==> config.mk <==
export PLATFORM = sky130hd
export DESIGN_NAME = mips_dmem_arbiter
export DESIGN_NICKNAME = d
export VERILOG_FILES = /design/src/rtl/mips_dmem_pkg.sv /design/src/rtl/mips_dmem_lane.sv /design/src/rtl/mips_dmem_arbiter.sv
export SDC_FILE = /design/constraint.sdc
export NUM_CORES = 1
export LEC_CHECK = 0
export CAP_MARGIN = 25
export CORE_ASPECT_RATIO = 0.6
export CORE_MARGIN = 2
export CORE_UTILIZATION = 41
export CTS_BUF_LIST = sky130_fd_sc_hd__clkbuf_8 sky130_fd_sc_hd__clkbuf_16
export DETAILED_ROUTE_END_ITERATION = 12
export PLACE_DENSITY = 0.89
export SETUP_SLACK_MARGIN = 0.05
export SLEW_MARGIN = 25
export SYNTH_ARGS = -nofsm -noshare
export SYNTH_HDL_FRONTEND = slang
export SYNTH_SLANG_ARGS = --single-unit
==> constraint.sdc <==
create_clock -name clk -period 5.2 [get_ports clk]
set_input_delay 0.78 -clock clk [delete_from_list [all_inputs] [get_ports clk]]
set_output_delay 0.78 -clock clk [all_outputs]
set_load 0.1 [all_outputs]
==> src/rtl/mips_dmem_pkg.sv <==
// -----------------------------------------------------------------------------
// mips_dmem_pkg
// Shared definitions for the MIPS data-memory arbiter:
//   - opcode constants for the supported load/store instructions
//   - arbiter FSM state encoding
//   - master id constants (m0 = core LSU, m1 = DMA/debug)
//   - small opcode classification helpers used at grant time
// -----------------------------------------------------------------------------
package mips_dmem_pkg;

  // Supported MIPS memory opcodes
  localparam logic [5:0] OP_LW  = 6'b100011;
  localparam logic [5:0] OP_LBU = 6'b100100;
  localparam logic [5:0] OP_LHU = 6'b100101;
  localparam logic [5:0] OP_LL  = 6'b110000;
  localparam logic [5:0] OP_SW  = 6'b101011;
  localparam logic [5:0] OP_SB  = 6'b101000;
  localparam logic [5:0] OP_SH  = 6'b101001;
  localparam logic [5:0] OP_SC  = 6'b111000;

  // Arbiter FSM: one transaction occupies IDLE -> ACCESS -> RESP
  typedef enum logic [1:0] {
    ST_IDLE   = 2'd0,
    ST_ACCESS = 2'd1,
    ST_RESP   = 2'd2
  } state_e;

  // Master ids
  localparam logic MST_M0 = 1'b0;
  localparam logic MST_M1 = 1'b1;

  // True for every opcode the arbiter understands
  function automatic logic op_is_known(input logic [5:0] op);
    logic known;
    case (op)
      OP_LW, OP_LBU, OP_LHU, OP_LL,
      OP_SW, OP_SB, OP_SH, OP_SC: known = 1'b1;
      default:                    known = 1'b0;
    endcase
    return known;
  endfunction

  // Plain stores (sc is handled separately because it may fail)
  function automatic logic op_is_store(input logic [5:0] op);
    logic st;
    case (op)
      OP_SW, OP_SB, OP_SH: st = 1'b1;
      default:             st = 1'b0;
    endcase
    return st;
  endfunction

  // Alignment check: word ops need addr[1:0]=0, half ops need addr[0]=0
  function automatic logic op_misaligned(input logic [5:0] op, input logic [1:0] lo);
    logic mis;
    case (op)
      OP_LW, OP_LL, OP_SW, OP_SC: mis = (lo != 2'b00);
      OP_LHU, OP_SH:              mis = lo[0];
      default:                    mis = 1'b0;
    endcase
    return mis;
  endfunction

endpackage

==> src/rtl/mips_dmem_lane.sv <==
// -----------------------------------------------------------------------------
// mips_dmem_lane
// Purely combinational byte-lane logic for the data-memory arbiter.
//   op_i        : opcode of the access in flight
//   addr_lo_i   : byte offset within the word (addr[1:0])
//   wdata_i     : raw store data from the requester
//   rdata_raw_i : word returned by the memory
//   be_o        : byte enables for stores (0 for non-stores)
//   wdata_o     : store data replicated onto the addressed lanes
//   rdata_o     : load data, byte/half selected and zero-extended
// -----------------------------------------------------------------------------
module mips_dmem_lane
  import mips_dmem_pkg::*;
(
  input  logic [5:0]  op_i,
  input  logic [1:0]  addr_lo_i,
  input  logic [31:0] wdata_i,
  input  logic [31:0] rdata_raw_i,
  output logic [3:0]  be_o,
  output logic [31:0] wdata_o,
  output logic [31:0] rdata_o
);

  // Store steering: byte enables and replicated write data
  always_comb begin
    be_o    = 4'b0000;
    wdata_o = 32'h0000_0000;
    case (op_i)
      OP_SW, OP_SC: begin
        be_o    = 4'b1111;
        wdata_o = wdata_i;
      end
      OP_SH: begin
        be_o    = addr_lo_i[1] ? 4'b1100 : 4'b0011;
        wdata_o = {2{wdata_i[15:0]}};
      end
      OP_SB: begin
        be_o    = 4'b0001 << addr_lo_i;
        wdata_o = {4{wdata_i[7:0]}};
      end
      default: begin
        be_o    = 4'b0000;
        wdata_o = 32'h0000_0000;
      end
    endcase
  end

  // Load extraction with zero-extension for lbu/lhu
  always_comb begin
    rdata_o = 32'h0000_0000;
    case (op_i)
      OP_LW, OP_LL: rdata_o = rdata_raw_i;
      OP_LBU:       rdata_o = {24'h00_0000, rdata_raw_i[{addr_lo_i, 3'b000} +: 8]};
      OP_LHU:       rdata_o = addr_lo_i[1] ? {16'h0000, rdata_raw_i[31:16]}
                                           : {16'h0000, rdata_raw_i[15:0]};
      default:      rdata_o = 32'h0000_0000;
    endcase
  end

endmodule

==> src/rtl/mips_dmem_arbiter.sv <==
// -----------------------------------------------------------------------------
// mips_dmem_arbiter
// Shares a single-port word-wide data memory between the core LSU (m0) and a
// DMA/debug port (m1). Round-robin arbitration, sb/sh lane steering, lbu/lhu
// zero-extension, access checking and the LL/SC reservation live here so the
// memory itself is a plain word store.
// Ports:
//   clk, rst_n                 clock, asynchronous active-low reset
//   mX_req/op/addr/wdata       request from master X, held until mX_gnt
//   mX_gnt                     one-cycle accept pulse (IDLE only, combinational)
//   mX_rvalid/rdata/err        one-cycle completion; rdata = load data or sc
//                              status, err = access rejected
//   mem_en/we/addr/be/wdata    memory strobe, write enable, word index,
//                              byte enables, lane-steered store data
//   mem_rdata                  read word, valid the cycle after a read strobe
// -----------------------------------------------------------------------------
module mips_dmem_arbiter
  import mips_dmem_pkg::*;
#(
  parameter int ADDR_W = 6,
  parameter int DATA_W = 32
) (
  input  logic              clk,
  input  logic              rst_n,
  input  logic              m0_req,
  input  logic [5:0]        m0_op,
  input  logic [31:0]       m0_addr,
  input  logic [DATA_W-1:0] m0_wdata,
  input  logic              m1_req,
  input  logic [5:0]        m1_op,
  input  logic [31:0]       m1_addr,
  input  logic [DATA_W-1:0] m1_wdata,
  output logic              m0_gnt,
  output logic              m0_rvalid,
  output logic [DATA_W-1:0] m0_rdata,
  output logic              m0_err,
  output logic              m1_gnt,
  output logic              m1_rvalid,
  output logic [DATA_W-1:0] m1_rdata,
  output logic              m1_err,
  output logic              mem_en,
  output logic              mem_we,
  output logic [ADDR_W-1:0] mem_addr,
  output logic [3:0]        mem_be,
  output logic [DATA_W-1:0] mem_wdata,
  input  logic [DATA_W-1:0] mem_rdata
);

  // FSM and arbitration state
  state_e              state_q, state_d;
  logic                armed_q;        // low until the first edge after reset release
  logic                last_grant_q;

  // Transaction captured at grant
  logic                master_q;
  logic [5:0]          op_q;
  logic [ADDR_W-1:0]   word_q;
  logic [1:0]          lo_q;
  logic [DATA_W-1:0]   wdata_q;
  logic                err_q;
  logic                sc_pass_q;
  logic                mem_ok_q;       // access reaches the memory
  logic                we_q;

  // LL/SC reservation
  logic                resv_valid_q;
  logic [ADDR_W-1:0]   resv_word_q;
  logic                resv_owner_q;

  // Grant-time combinational decode
  logic                sel_s;
  logic                grant_s;
  logic [5:0]          op_sel_s;
  logic [31:0]         addr_sel_s;
  logic [DATA_W-1:0]   wdata_sel_s;
  logic [ADDR_W-1:0]   word_sel_s;
  logic                err_sel_s;
  logic                sc_pass_sel_s;
  logic                mem_ok_sel_s;
  logic                we_sel_s;

  // Response path
  logic                access_s;
  logic                resp_s;
  logic [3:0]          lane_be_s;
  logic [31:0]         lane_wdata_s;
  logic [31:0]         lane_rdata_s;
  logic [DATA_W-1:0]   resp_data_s;

  // Round-robin select: on contention the master not granted last time wins
  always_comb begin
    sel_s = MST_M0;
    if (m0_req && m1_req) begin
      sel_s = (last_grant_q == MST_M1) ? MST_M0 : MST_M1;
    end else if (m1_req) begin
      sel_s = MST_M1;
    end else begin
      sel_s = MST_M0;
    end
  end

  assign grant_s = armed_q && (state_q == ST_IDLE) && (m0_req || m1_req);
  assign m0_gnt  = grant_s && (sel_s == MST_M0);
  assign m1_gnt  = grant_s && (sel_s == MST_M1);

  assign op_sel_s    = (sel_s == MST_M1) ? m1_op    : m0_op;
  assign addr_sel_s  = (sel_s == MST_M1) ? m1_addr  : m0_addr;
  assign wdata_sel_s = (sel_s == MST_M1) ? m1_wdata : m0_wdata;
  assign word_sel_s  = addr_sel_s[ADDR_W+1:2];

  // Rejected: unknown opcode, misaligned, or beyond the memory
  assign err_sel_s = !op_is_known(op_sel_s)
                   || op_misaligned(op_sel_s, addr_sel_s[1:0])
                   || (|addr_sel_s[31:ADDR_W+2]);

  assign sc_pass_sel_s = (op_sel_s == OP_SC) && resv_valid_q
                       && (resv_word_q == word_sel_s) && (resv_owner_q == sel_s);

  // A failing sc is answered without touching memory
  assign mem_ok_sel_s = !err_sel_s && ((op_sel_s != OP_SC) || sc_pass_sel_s);
  assign we_sel_s     = mem_ok_sel_s && (op_is_store(op_sel_s) || (op_sel_s == OP_SC));

  // Next-state logic for the three-phase transaction FSM
  always_comb begin
    state_d = state_q;
    case (state_q)
      ST_IDLE:   state_d = grant_s ? ST_ACCESS : ST_IDLE;
      ST_ACCESS: state_d = ST_RESP;
      ST_RESP:   state_d = ST_IDLE;
      default:   state_d = ST_IDLE;
    endcase
  end

  // State register and post-reset arming
  always_ff @(posedge clk or negedge rst_n) begin
    if (!rst_n) begin
      state_q <= ST_IDLE;
      armed_q <= 1'b0;
    end else begin
      state_q <= state_d;
      armed_q <= 1'b1;
    end
  end

  // Capture the granted transaction and update round-robin history
  always_ff @(posedge clk or negedge rst_n) begin
    if (!rst_n) begin
      last_grant_q <= MST_M1;
      master_q     <= MST_M0;
      op_q         <= 6'b000000;
      word_q       <= {ADDR_W{1'b0}};
      lo_q         <= 2'b00;
      wdata_q      <= {DATA_W{1'b0}};
      err_q        <= 1'b0;
      sc_pass_q    <= 1'b0;
      mem_ok_q     <= 1'b0;
      we_q         <= 1'b0;
    end else if (grant_s) begin
      last_grant_q <= sel_s;
      master_q     <= sel_s;
      op_q         <= op_sel_s;
      word_q       <= word_sel_s;
      lo_q         <= addr_sel_s[1:0];
      wdata_q      <= wdata_sel_s;
      err_q        <= err_sel_s;
      sc_pass_q    <= sc_pass_sel_s;
      mem_ok_q     <= mem_ok_sel_s;
      we_q         <= we_sel_s;
    end
  end

  // LL/SC reservation tracking; rejected accesses leave it untouched
  always_ff @(posedge clk or negedge rst_n) begin
    if (!rst_n) begin
      resv_valid_q <= 1'b0;
      resv_word_q  <= {ADDR_W{1'b0}};
      resv_owner_q <= MST_M0;
    end else if (grant_s && !err_sel_s) begin
      if (op_sel_s == OP_LL) begin
        resv_valid_q <= 1'b1;
        resv_word_q  <= word_sel_s;
        resv_owner_q <= sel_s;
      end else if (op_sel_s == OP_SC) begin
        resv_valid_q <= 1'b0;
      end else if (op_is_store(op_sel_s) && (word_sel_s == resv_word_q)) begin
        resv_valid_q <= 1'b0;
      end
    end
  end

  mips_dmem_lane u_lane (
    .op_i        (op_q),
    .addr_lo_i   (lo_q),
    .wdata_i     (wdata_q),
    .rdata_raw_i (mem_rdata),
    .be_o        (lane_be_s),
    .wdata_o     (lane_wdata_s),
    .rdata_o     (lane_rdata_s)
  );

  // Memory side is derived from registered state only, so an asynchronous
  // reset during ACCESS drops the strobes immediately.
  assign access_s  = (state_q == ST_ACCESS);
  assign mem_en    = access_s && mem_ok_q;
  assign mem_we    = access_s && we_q;
  assign mem_addr  = access_s ? word_q : {ADDR_W{1'b0}};
  assign mem_be    = mem_we ? lane_be_s : (mem_en ? 4'b1111 : 4'b0000);
  assign mem_wdata = mem_we ? lane_wdata_s : {DATA_W{1'b0}};

  // Response data: zero on error or plain store, sc status, else load data
  always_comb begin
    resp_data_s = {DATA_W{1'b0}};
    if (err_q) begin
      resp_data_s = {DATA_W{1'b0}};
    end else if (op_q == OP_SC) begin
      resp_data_s = {{(DATA_W-1){1'b0}}, sc_pass_q};
    end else if (op_is_store(op_q)) begin
      resp_data_s = {DATA_W{1'b0}};
    end else begin
      resp_data_s = lane_rdata_s;
    end
  end

  assign resp_s    = (state_q == ST_RESP);
  assign m0_rvalid = resp_s && (master_q == MST_M0);
  assign m1_rvalid = resp_s && (master_q == MST_M1);
  assign m0_rdata  = m0_rvalid ? resp_data_s : {DATA_W{1'b0}};
  assign m1_rdata  = m1_rvalid ? resp_data_s : {DATA_W{1'b0}};
  assign m0_err    = m0_rvalid && err_q;
  assign m1_err    = m1_rvalid && err_q;

endmodule

Word level (Yosys, flattened, before mapping)

Index checks and enable logic that the tools add are counted.

Reduce and logical (&&, ||, !) cells: 38
Bitwise operators: 2
Equality and inequality tests: 22
Shifts and indexed selects: 2
Mux-type cells: 34

Operator list:

| cell                                                                  | count |
|---|---|
| 32-bit two-way mux                                                    | 8 |
| 32-bit case mux with 3 select lines                                   | 2 |
| 6-bit equality test, second input constant                            | 16 |
| 32-bit by 6-bit indexed part select with 8-bit output                 | 1 |
| 24-bit OR reduction                                                   | 1 |
| 1-bit logical AND                                                     | 18 |
| 16-bit two-way mux                                                    | 1 |
| 1-bit two-way mux                                                     | 15 |
| 6-bit equality test                                                   | 2 |
| 4-bit two-way mux                                                     | 3 |
| 6-bit two-way mux                                                     | 2 |
| 4-bit case mux with 3 select lines                                    | 1 |
| 8-bit OR reduction                                                    | 1 |
| 6-bit inequality test, second input constant                          | 1 |
| 2-bit OR reduction                                                    | 3 |
| 3-bit OR reduction                                                    | 2 |
| 1-bit logical OR                                                      | 5 |
| 2-bit case mux with 2 select lines                                    | 1 |
| 2-bit AND reduction                                                   | 2 |
| 4-bit OR reduction                                                    | 1 |
| 1-bit by 2-bit << shifter with 4-bit output, first input constant     | 1 |
| 3-bit nonzero test                                                    | 1 |
| 2-bit by 1-bit equality test with 1-bit output, second input constant | 1 |
| 2-bit equality test, second input constant                            | 1 |
| 6 further kinds                                                       | 8 |

Output and inout port bits: 114
Logic and storage cells: 113
Register bits: 63

Depth between registers and ports, before layout

Gate-level depths: netlist of the first run.

Depth in word-level cells: 16
Gate-level depth with buffers: 9
Gate-level depth less buffers: 6

By module

A second synthesis of the first run with hierarchy kept.

Cell total of the unflattened synthesis: 646
Area, all modules: 5472.7 um^2

By module, submodules not included:

| module            | seq. area each (um^2) | cells each | area an instance (um^2) | times used |
|---|---|---|---|---|
| mips_dmem_arbiter | 1577.8                | 476        | 4096.4                  | 1 |
| mips_dmem_lane    | 0.0                   | 170        | 1376.3                  | 1 |

Worst setup path after synthesis of the first run

No wires, ideal clock.

Kind: register -> output
From: reg state_q[1]
To: out mem_be[0]
Required time: 4420 ps
Path slack: 296 ps
Path buffers: 2
Cell stages (with the launch flop): 8
Arrival: 4124 ps
Cell sequence: dfrtp_1 > nor2b_1 > clkbuf_1 > nand2_1 > inv_1 > o21ai_0 > clkbuf_1 > o21ai_0

Elaborated cells on any way between the ends: 5
Classes of those cells: eq/ne (1); mux (2); reduce/logical (2)

RTL lines:

| what                                           | line                     | source |
|---|---|---|
| from (decl)                                    | mips_dmem_arbiter.sv:50  | `state_e state_q, state_d;` |
| from (signal assigned)                         | mips_dmem_arbiter.sv:140 | `state_q <= state_d;` |
| 2-bit by 1-bit equality test with 1-bit output | mips_dmem_arbiter.sv:203 | `assign access_s = (state_q == ST_ACCESS);` |
| 1-bit logical AND                              | mips_dmem_arbiter.sv:205 | `assign mem_we = access_s && we_q;` |
| net mem_we                                     | mips_dmem_arbiter.sv:42  | `output logic mem_we,` |
| 4-bit two-way mux                              | mips_dmem_arbiter.sv:207 | `assign mem_be = mem_we ? lane_be_s : (mem_en ? 4'b1111 : 4'b0000);` |
| to (decl)                                      | mips_dmem_arbiter.sv:44  | `output logic [3:0] mem_be,` |

The timed path passes the listed nets, and every way through them passes these cells.

Worst setup path in the final report of the first run

From: reg op_q[4]
To: out m0_rdata[3]

Cells in the longest elaborated chain, start to end: 9
Elaborated cells on any way between the ends: 18
Classes of those cells: eq/ne (8); mux (8); reduce/logical (2)

Ends and longest elaborated chain:

| what                   | line                     | source |
|---|---|---|
| from (decl)            | mips_dmem_arbiter.sv:56  | `logic [5:0] op_q;` |
| from (signal assigned) | mips_dmem_arbiter.sv:161 | `op_q <= op_sel_s;` |
| 6-bit equality test    | mips_dmem_pkg.sv:46      | `case (op)` |
| 3-bit OR reduction     | mips_dmem_pkg.sv:46      |  |
| 1-bit two-way mux      | mips_dmem_pkg.sv:46      |  |
| 1-bit two-way mux      | mips_dmem_arbiter.sv:215 | `end else if (op_q == OP_SC) begin` |
| 1-bit two-way mux      | mips_dmem_arbiter.sv:213 | `if (err_q) begin` |
| 32-bit two-way mux     | mips_dmem_arbiter.sv:217 | `end else if (op_is_store(op_q)) begin` |
| 32-bit two-way mux (*) | mips_dmem_arbiter.sv:215 |  |
| 32-bit two-way mux (*) | mips_dmem_arbiter.sv:213 |  |
| 32-bit two-way mux (*) | mips_dmem_arbiter.sv:227 | `assign m0_rdata = m0_rvalid ? resp_data_s : {DATA_W{1'b0}};` |
| to (decl)              | mips_dmem_arbiter.sv:35  | `output logic [DATA_W-1:0] m0_rdata,` |

Mark *: on every way between the ends. The rest lies on a longest branch, timed or not. The select of a mux whose other input is x is not followed.

==> flow_results.org, run 1 <==
** Floorplanning
- In this run the standard cell core region covers 11200 sq um.
- Count of boundary I/O pins :: 290
- Initial core utilization :: 41.9%
- DIE HEIGHT :: 87.0 microns
- Number of placement rows :: 30
- The die is 142 microns wide.
- The die covers 12400 sq um.

** Power
- Across the VDD grid, the largest voltage drop is 0.216 mV.
- The completed layout was analyzed and its total power is 1.88 mW.
- Power spread over the standard cell area amounts to 239 nW/um^2.
- For this design the static power due to leakage is 3.26 nW.

** Route
- Number of vias per cell after detailed routing :: 5.35
- The routed layout has 5431 vias.
- The final layout contains routed wiring with a total length of 17600 microns.
- After the first detailed-routing iteration, the DRC count stood at 421.
- Number of detailed-routing iterations run before antenna repair :: 5
- Count of antenna-violating nets left after detailed routing :: 0
- Routed wirelength normalized by instance count :: 17.3 microns
- After detailed routing, the number of remaining DRC violations is 0.

** Timing
- Worst-Margin Slew :: 1.02 ns
- Final Cycle Share :: 84.5%
- Worst relative slew slack :: 31.6%
- Minimum period implied by the final worst setup slack :: 4.39 ns
- The clock arrives with 0.00637 ns of skew.
- Setup violations remaining at the end of the flow were counted as 0.
- The final count of hold timing violations is 0.
- The count of pins over their slew limit is 0.
- For the final routed database, the setup TNS stands at 0 ns.
- Setup repair after global routing left no endpoint under its margin.
- Static timing analysis puts the maximum clock frequency at 0.228 GHz.

** Clock tree
- Post-cts hold buffer count :: 0
- Post-CTS Setup Inserts :: 0
- Clock tree from TritonCTS :: yes
- The clock tree synthesis step divided the H-tree into 3 levels.
- The clock reaches the later pin of the worst-skew pair after 0.33 ns.
- After clock tree synthesis, the clock-pin slew on the worst setup and hold paths is 0.06 ns.
- Clock sink count :: 63
- The number of gates resized after CTS was 0.
- Buffers inserted during clock tree synthesis total 9.
- Cell at the root of the clock tree :: clkbuf_16
- Maximum buffer depth of the clock tree :: 2

** Synth
- Net count after synthesis :: 770
- Cell type with the highest aggregate area in the netlist :: dfrtp_1
- Post-synthesis async set-or-reset flop share :: 100%
- Yosys mapped a number of flops with a built-in enable equal to 0.
- Cell with the most instances after synthesis :: nand2_1
- For this run, the number of Yosys warnings is 0.
- Top cell types by occurrence after synthesis :: nand2_1 (99), dfrtp_1 (62), nor2_1 (60)
- Top_reg_cell synth :: dfrtp_1
- Counting flops and latches in the post-synthesis netlist gives 63.
- Post-synth top area share :: 33.0%
- Synthesis produced a netlist whose cell count is 594.
- After synthesis, flip-flops and latches occupy 33.6% of the total area.
- Counting distinct cell types in the post-synthesis netlist gives 56.
- Top cells by area, synth :: dfrtp_1 (33%), mux2i_1 (9.6%), nand2_1 (7.9%), and2_1 (6.4%), o21ai_0 (5.7%)
- Average cell area after synthesis :: 7.92 sq um
- Post-synth design cell area :: 4700 sq um

** Setup path
- Crit Reg-Reg Endpoint :: resv_word_q[2]
- The worst setup path is launched from a flop.
- STA classifies the critical path endpoint as an output port.
- Max incr delay on CP :: 1.17 ns
- STA puts the critical path data required time at 4.42 ns.
- The critical path goes through nand2b_1, or3_1, o21ai_1, o2bb2ai_1, nand2_1, nor2_1, clkdlybuf4s50_1.
- The critical path in this run is classified as reg -> out.
- Of all nets on the critical path, the largest fanout is 10.
- Reg-to-reg setup timing slack :: 2.06 ns
- The worst register-to-register path has a depth of 6.
- On the critical path, the stage with the largest delay is an instance of clkdlybuf4s50_1.
- In this run the critical register-to-register path is launched from last_grant_q.
- Data on the critical path arrives at its endpoint at 3.61 ns.

** Run status
- The flow ran to the end, and the final reports show no timing, DRC or antenna violations.

** Worst hold path
- The worst hold path begins at word_q[0].
- The worst hold path was traced through 2 stages.
- Min-delay worst type :: reg -> reg
- The worst hold path terminates at word_q[0].

** Place
- Detailed placement ended at an HPWL of 14000 microns.
- Port Buffers :: 289
- The congestion estimate from routability-driven global placement came to 0.911.

** Layout
- Number of diodes :: 0
- Area added between synthesis and finish :: 67.9%
- The layout has 926 filler cells.
- The post-route netlist has 11.5% of its cells at a drive strength greater than 1.
- Net count of the finished layout :: 1043

** Global routing
- Antenna violations before repair :: 0
- Via count of the first global-routing pass :: 5026
- Global routing consumed, over all layers together, 27.8% of the routing resources.
- The first global-routing pass estimated 26800 microns of wire.
- Entering global routing, the biggest net connects 74 pins.
- Summed over all layers, the global routing overflow is 0.

** Run
- The tool flagged a number of max-cap violations equal to 0.
==> where the power goes <==
part / total [mW] / internal [mW] / switching (mW)
logic: 0.541 / 0.257 / 0.283
registers: 0.701 / 0.589 / 0.112
clock network: 0.643 / 0.430 / 0.212
total: 1.88 / 1.28 / 0.608
==> flip-flops by register name, summed over array words and instances (netlist names) <==
name          cells
resv_owner_q      1
err_q             1
armed_q           1
sc_pass_q         1
master_q          1
resv_valid_q      1
we_q              1
word_q            6
resv_word_q       6
state_q           2
mem_ok_q          1
op_q              6
wdata_q          32
last_grant_q      1
lo_q              2
==> cell families (layout without fill, tap and decap cells) <==
kind of cell | Yosys count | in the layout | share of synthesized area (%)
multiplexers | 58 | 58 | 12.7
flip-flops | 63 | 63 | 33.6
XOR/XNOR | 7 | 7 | 1.30
AO/OA/AOI/OAI | 144 | 144 | 18.9
AND/OR/NAND/NOR | 273 | 273 | 29.4
other | 1 | 1 | 0.0798
buffers and inverters | 48 | 326 | 4.02
==> worst max-delay path: cells and delay by family, from the launching register on <==
family          cells  cell delay, ns
buf+inv             1            1.17
simple gates        4            0.96
compound gates      2            0.69
flops               1            0.46
==> through the flow <==
stage          instance area (sq um)  hold slack (ns)  utilization (%)  std cells  worst slack, ns
3_3_place_gp                    7570            0.456             67.5       1000             1.29
4_1_cts                         7900            0.477             70.4       1016            0.800
3_5_place_dp                    7570            0.462             67.5       1000             1.16
2_1_floorplan                   4700            0.437                -        594            0.296
6_report                        7900            0.474             70.4       1016            0.805
5_1_grt                         7900            0.506             70.4       1016            0.611
==> area by class of cell <==
cell class | count | area (sq um) | share of cell area [%]
clock inverters | 6 | 85.1 | 1.08
inverters | 13 | 48.8 | 0.618
well taps | 144 | 180 | 2.28
flip-flops and latches | 63 | 1580 | 20.0
clock buffers | 10 | 239 | 3.03
multi-input cells | 483 | 2940 | 37.2
repair buffers | 297 | 2830 | 35.8
==> routing by layer <==
metal / track usage [%] / vias up / part of all wire (%)
met4: 8.09 / 0 / 2.1
li1: - / 2634 / -
met2: 45.5 / 239 / 46
met1: 37.2 / 2524 / 44
met5: 0 / - / 0
met3: 6.65 / 34 / 7.6
==> worst max path at each step <==
stage / from / end / slack, ns
after global routing: op_q[0] / m0_rdata[3] / 0.61
after CTS: op_q[4] / m0_rdata[3] / 0.80
after floorplan: state_q[1] / mem_be[0] / 0.30
final: op_q[4] / m0_rdata[3] / 0.81
after detailed placement: op_q[4] / m0_rdata[3] / 1.16
after global placement: op_q[4] / m0_rdata[1] / 1.29
==> cells in the final DEF (no fill, tap or decap), drive strengths merged, types with 24 or more instances in the layout <==
cell	Yosys	final
a21oi	32	32
a22oi	24	24
and2	48	48
buf	10	57
clkdlybuf4s50	0	240
dfrtp	62	62
mux2i	45	45
nand2	99	99
nor2	60	60
o21ai	59	59
No activity file was read; power rests on OpenSTA's default activity.
==> run 2, diff against run 1 <==
--- a/config.mk
+++ b/config.mk
@@ -8,10 +8,10 @@
 export CAP_MARGIN = 25
 export CORE_ASPECT_RATIO = 0.6
 export CORE_MARGIN = 2
-export CORE_UTILIZATION = 41
+export CORE_UTILIZATION = 34
 export CTS_BUF_LIST = sky130_fd_sc_hd__clkbuf_8 sky130_fd_sc_hd__clkbuf_16
 export DETAILED_ROUTE_END_ITERATION = 12
-export PLACE_DENSITY = 0.89
+export PLACE_DENSITY = 0.79
 export SETUP_SLACK_MARGIN = 0.05
 export SLEW_MARGIN = 25
 export SYNTH_ARGS = -nofsm -noshare
==> constraint.sdc (replaced) <==
create_clock -name clk -period 3.9 [get_ports clk]
set_input_delay 0.585 -clock clk [delete_from_list [all_inputs] [get_ports clk]]
set_output_delay 0.585 -clock clk [all_outputs]
set_load 0.1 [all_outputs]
==> run 2 against run 1 <==
Effect of this change: combinational power rose by 37%; clock skew is 0.0012 ns higher; via count shrank 1.0%; total power grew 28%; global-route usage decreased by 3.2 points; wire length up 3.9%; hold slack got worse by 0.17 ns; first-iteration DRC count down 36%; die area is 20% higher.
==> flow_results.org, run 2 (same netlist as run 1, synthesis figures left out) <==
** Layout
- Number of diodes :: 0 (unchanged)
- The number of non-filler instances in the completed layout is 1053 (was 1016).
- The synthesis-to-finish area growth is 82.1% (was 67.9%).
- The number of flip-flops in the largest register was 32 (unchanged).
- The final standard cell utilization of the core is 63.0% (was 70.4%).
- Number of fillers in the final layout :: 1183 (was 926)
- Final std cell area, no fill :: 8560 sq um (was 7900 sq um)
- The leading cell type in the layout, fill and taps excluded was clkdlybuf4s50_1 (unchanged).
- Leading cell types in the layout, fill and taps excluded: clkdlybuf4s50_1 (174), nand2_1 (99), buf_4 (66), dfrtp_1 (62), buf_12 (62) (was clkdlybuf4s50_1 (240), nand2_1 (99), dfrtp_1 (62), nor2_1 (59), buf_4 (56)).
- Net count of the finished layout :: 1049 (was 1043)
- Register name with the most flops :: wdata_q (unchanged)
- The share of final-layout standard cells stronger than drive strength 1 came to 20.5% (was 11.5%).

** Global routing
- The global routing met3 resource utilization is 4.86% (was 6.65%).
- Antenna violations before repair :: 0 (unchanged)
- Remaining global-route overflow :: 0 (unchanged)
- The pin count of the biggest net entering global routing came to 67 (was 74).
- Via count of the first global-routing pass :: 5061 (was 5026)
- The total routing resource utilization after global routing came to 24.6% (was 27.8%).
- The fraction of met2 tracks used by global routing is 39.0% (was 45.5%).
- The met1 global-route usage was 35.8% (was 37.2%).
- The first-pass GRT wire length was 28200 microns (was 26800 microns).
- Top Usage Layer GRT :: met2 (unchanged)

** Setup path
- The endpoint type of the worst setup path is an output port (unchanged).
- Critical path buffers and inverters :: 1 (unchanged)
- Cell at the slowest stage of the critical path :: o21ai_1 (was clkdlybuf4s50_1)
- The critical-path maximum fanout was 10 (unchanged).
- Worst Setup Start Kind :: flop (unchanged)
- Max incr delay on CP :: 0.62 ns (was 1.17 ns)
- The cell type group with the largest total delay on the critical path is simple AND/OR/NAND/NOR gates (was buffers and inverters).
- Top cell by count, worst path :: o21ai_1
- Arrival time reported for the critical path endpoint :: 2.99 ns (was 3.61 ns)
- Required time of the critical path :: 3.31 ns (was 4.42 ns)
- Class of the most critical setup path :: reg -> out (unchanged)
- The slack of the worst reg-to-reg path is 1.14 ns (was 2.06 ns).
- Cells along the critical path :: nand2b_1, or3_1, o21ai_1, o2bb2ai_1, o21ai_1, nor2_1, buf_12 (was nand2b_1, or3_1, o21ai_1, o2bb2ai_1, nand2_1, nor2_1, clkdlybuf4s50_1)

** Place
- Placer congestion estimate :: 0.868 (was 0.911)
- The post-placement cell area is 8290 sq um (was 7570 sq um).
- HPWL reported at the end of detailed placement :: 15100 microns (was 14000 microns)
- Worst slack at placement :: 0.515 ns (was 1.16 ns)
- The placed instance count came to 1037 (was 1000).
- The total of buffers placed on input and output ports was 289 (unchanged).

** Clock tree
- The post-cts gate resize count was 0 (unchanged).
- The worst-case clock buffer depth came to 2 (unchanged).
- The number of buffers inserted for hold repair after clock tree synthesis came to 0 (unchanged).
- CTS Buf Count :: 9 (unchanged)
- Clock tree from TritonCTS :: yes (unchanged)
- The clock-pin slew reported for the worst setup and hold paths after clock tree synthesis is 0.05 ns (was 0.06 ns).
- The number of clock sinks is 63 (unchanged).
- H-tree lvl count :: 3 (unchanged)
- The number of post-CTS setup repair buffers came to 0 (unchanged).
- The root cell of the clock tree is clkbuf_16 (unchanged).
- The source-to-sink clock delay at the later pin of the worst-skew pair came to 0.33 ns (about the same).

** Timing
- Worst-Margin Slew :: 0.855 ns (was 1.02 ns)
- Number of failing setup endpoints in the final timing report :: 0 (unchanged)
- The minimum setup slack in the final design is 0.328 ns (was 0.805 ns).
- After layout, the worst path uses 91.6% of the clock period.
- Peak clock frequency supported by timing :: 0.280 GHz
- Worst relative slew slack :: 42.7% (was 31.6%)
- Minimum period implied by the final worst setup slack :: 3.57 ns
- The count of pins over their slew limit was 0 (unchanged).
- The worst clock skew is 0.00760 ns (was 0.00637 ns).
- Setup repair after global routing missed its margin :: no (unchanged)
- The final count of hold timing violations was 0 (unchanged).

** Route
- The total detailed-routing wirelength was 18300 microns (was 17600 microns).
- The number of design-rule violations left by the first detailed-router iteration was 269 (was 421).
- Number of detailed-routing iterations run before antenna repair :: 5 (unchanged)
- The average routed wire per standard cell came to 17.4 microns (was 17.3 microns).
- Post-detailed-route DRC marker count :: 0 (unchanged)
- Via count of the routed design :: 5376 (was 5431)
- The number of antenna-violating nets in the routed design was 0 (unchanged).
- The via count normalized by instance count is 5.11 (was 5.35).

** Floorplanning
- The die height is 95.1 microns (was 87.0 microns).
- Die extent in x :: 156 microns (was 142 microns)
- The top-level port count is 290 (unchanged).
- Total Die Area :: 14800 sq um (was 12400 sq um)
- The placeable core region is 13600 sq um (was 11200 sq um).
- The initial core utilization came to 34.6% (was 41.9%).
- The standard-cell row count is 33 (was 30).

** Power
- The power density normalized to cell area was 281 nW/um^2 (was 239 nW/um^2).
- The total power is 2.40 mW (was 1.88 mW).
- IR Drop Worst-Case VDD :: 0.246 mV (was 0.216 mV)
- The static leakage is 3.57 nW (was 3.26 nW).

** Run
- The number of maximum-capacitance violations came to 0 (unchanged).

** Worst hold path
- The worst min-delay path category is in -> async (was reg -> reg).

** Run status
- Run status: complete, no violations (unchanged).
==> run 2: cell type report <==
class / count / area, sq um / area share [%]
clock buffer: 10 / 239 / 2.79
multi-input combinational: 483 / 2960 / 34.5
timing repair buffer: 303 / 3480 / 40.7
sequential: 63 / 1580 / 18.4
clock inverter: 6 / 37.5 / 0.438
tap: 175 / 219 / 2.56
inverter: 13 / 48.8 / 0.570
==> run 2: power by group <==
part / internal, mW / switching (mW)
Sequential: 0.785 / 0.140
Combinational: 0.344 / 0.395
Clock: 0.443 / 0.296
==> run 2: worst register-to-register path: cells and delay by family (launching register included) <==
family / cells / cell delay (ns)
DFF: 1 / 0.55
AOI/OAI and AO/OA: 3 / 0.96
muxes: 1 / 0.41
and+or+nand+nor: 2 / 0.73
==> run 2: metal layers <==
metal	routed length [microns]	vias to the layer above
met4	101	0
met5	0	-
met1	8700	2517
li1	-	2639
met3	1240	9
met2	8270	211
==> run 2: metrics by stage <==
| stage | setup TNS, ns | hold slack, ns |
|---|---|---|
| after floorplan | -2.85 | 0.289 |
| after global placement | 0 | 0.457 |
| after detailed placement | 0 | 0.463 |
| after CTS | 0 | 0.327 |
| after global routing | 0 | 0.350 |
| final | 0 | 0.304 |
==> run 2: final timing paths <==
kind / start / cells after the start / endpoint
hold reg to reg: wdata_q[29] / 2 / wdata_q[29]
min in group clk: wdata_q[29] / 2 / wdata_q[29]
max in group asynchronous: rst_n / 2 / last_grant_q
hold / removal: rst_n / 1 / wdata_q[11]
setup reg to reg: last_grant_q / 6 / resv_word_q[2]
setup / recovery: op_q[4] / 7 / m1_rdata[0]
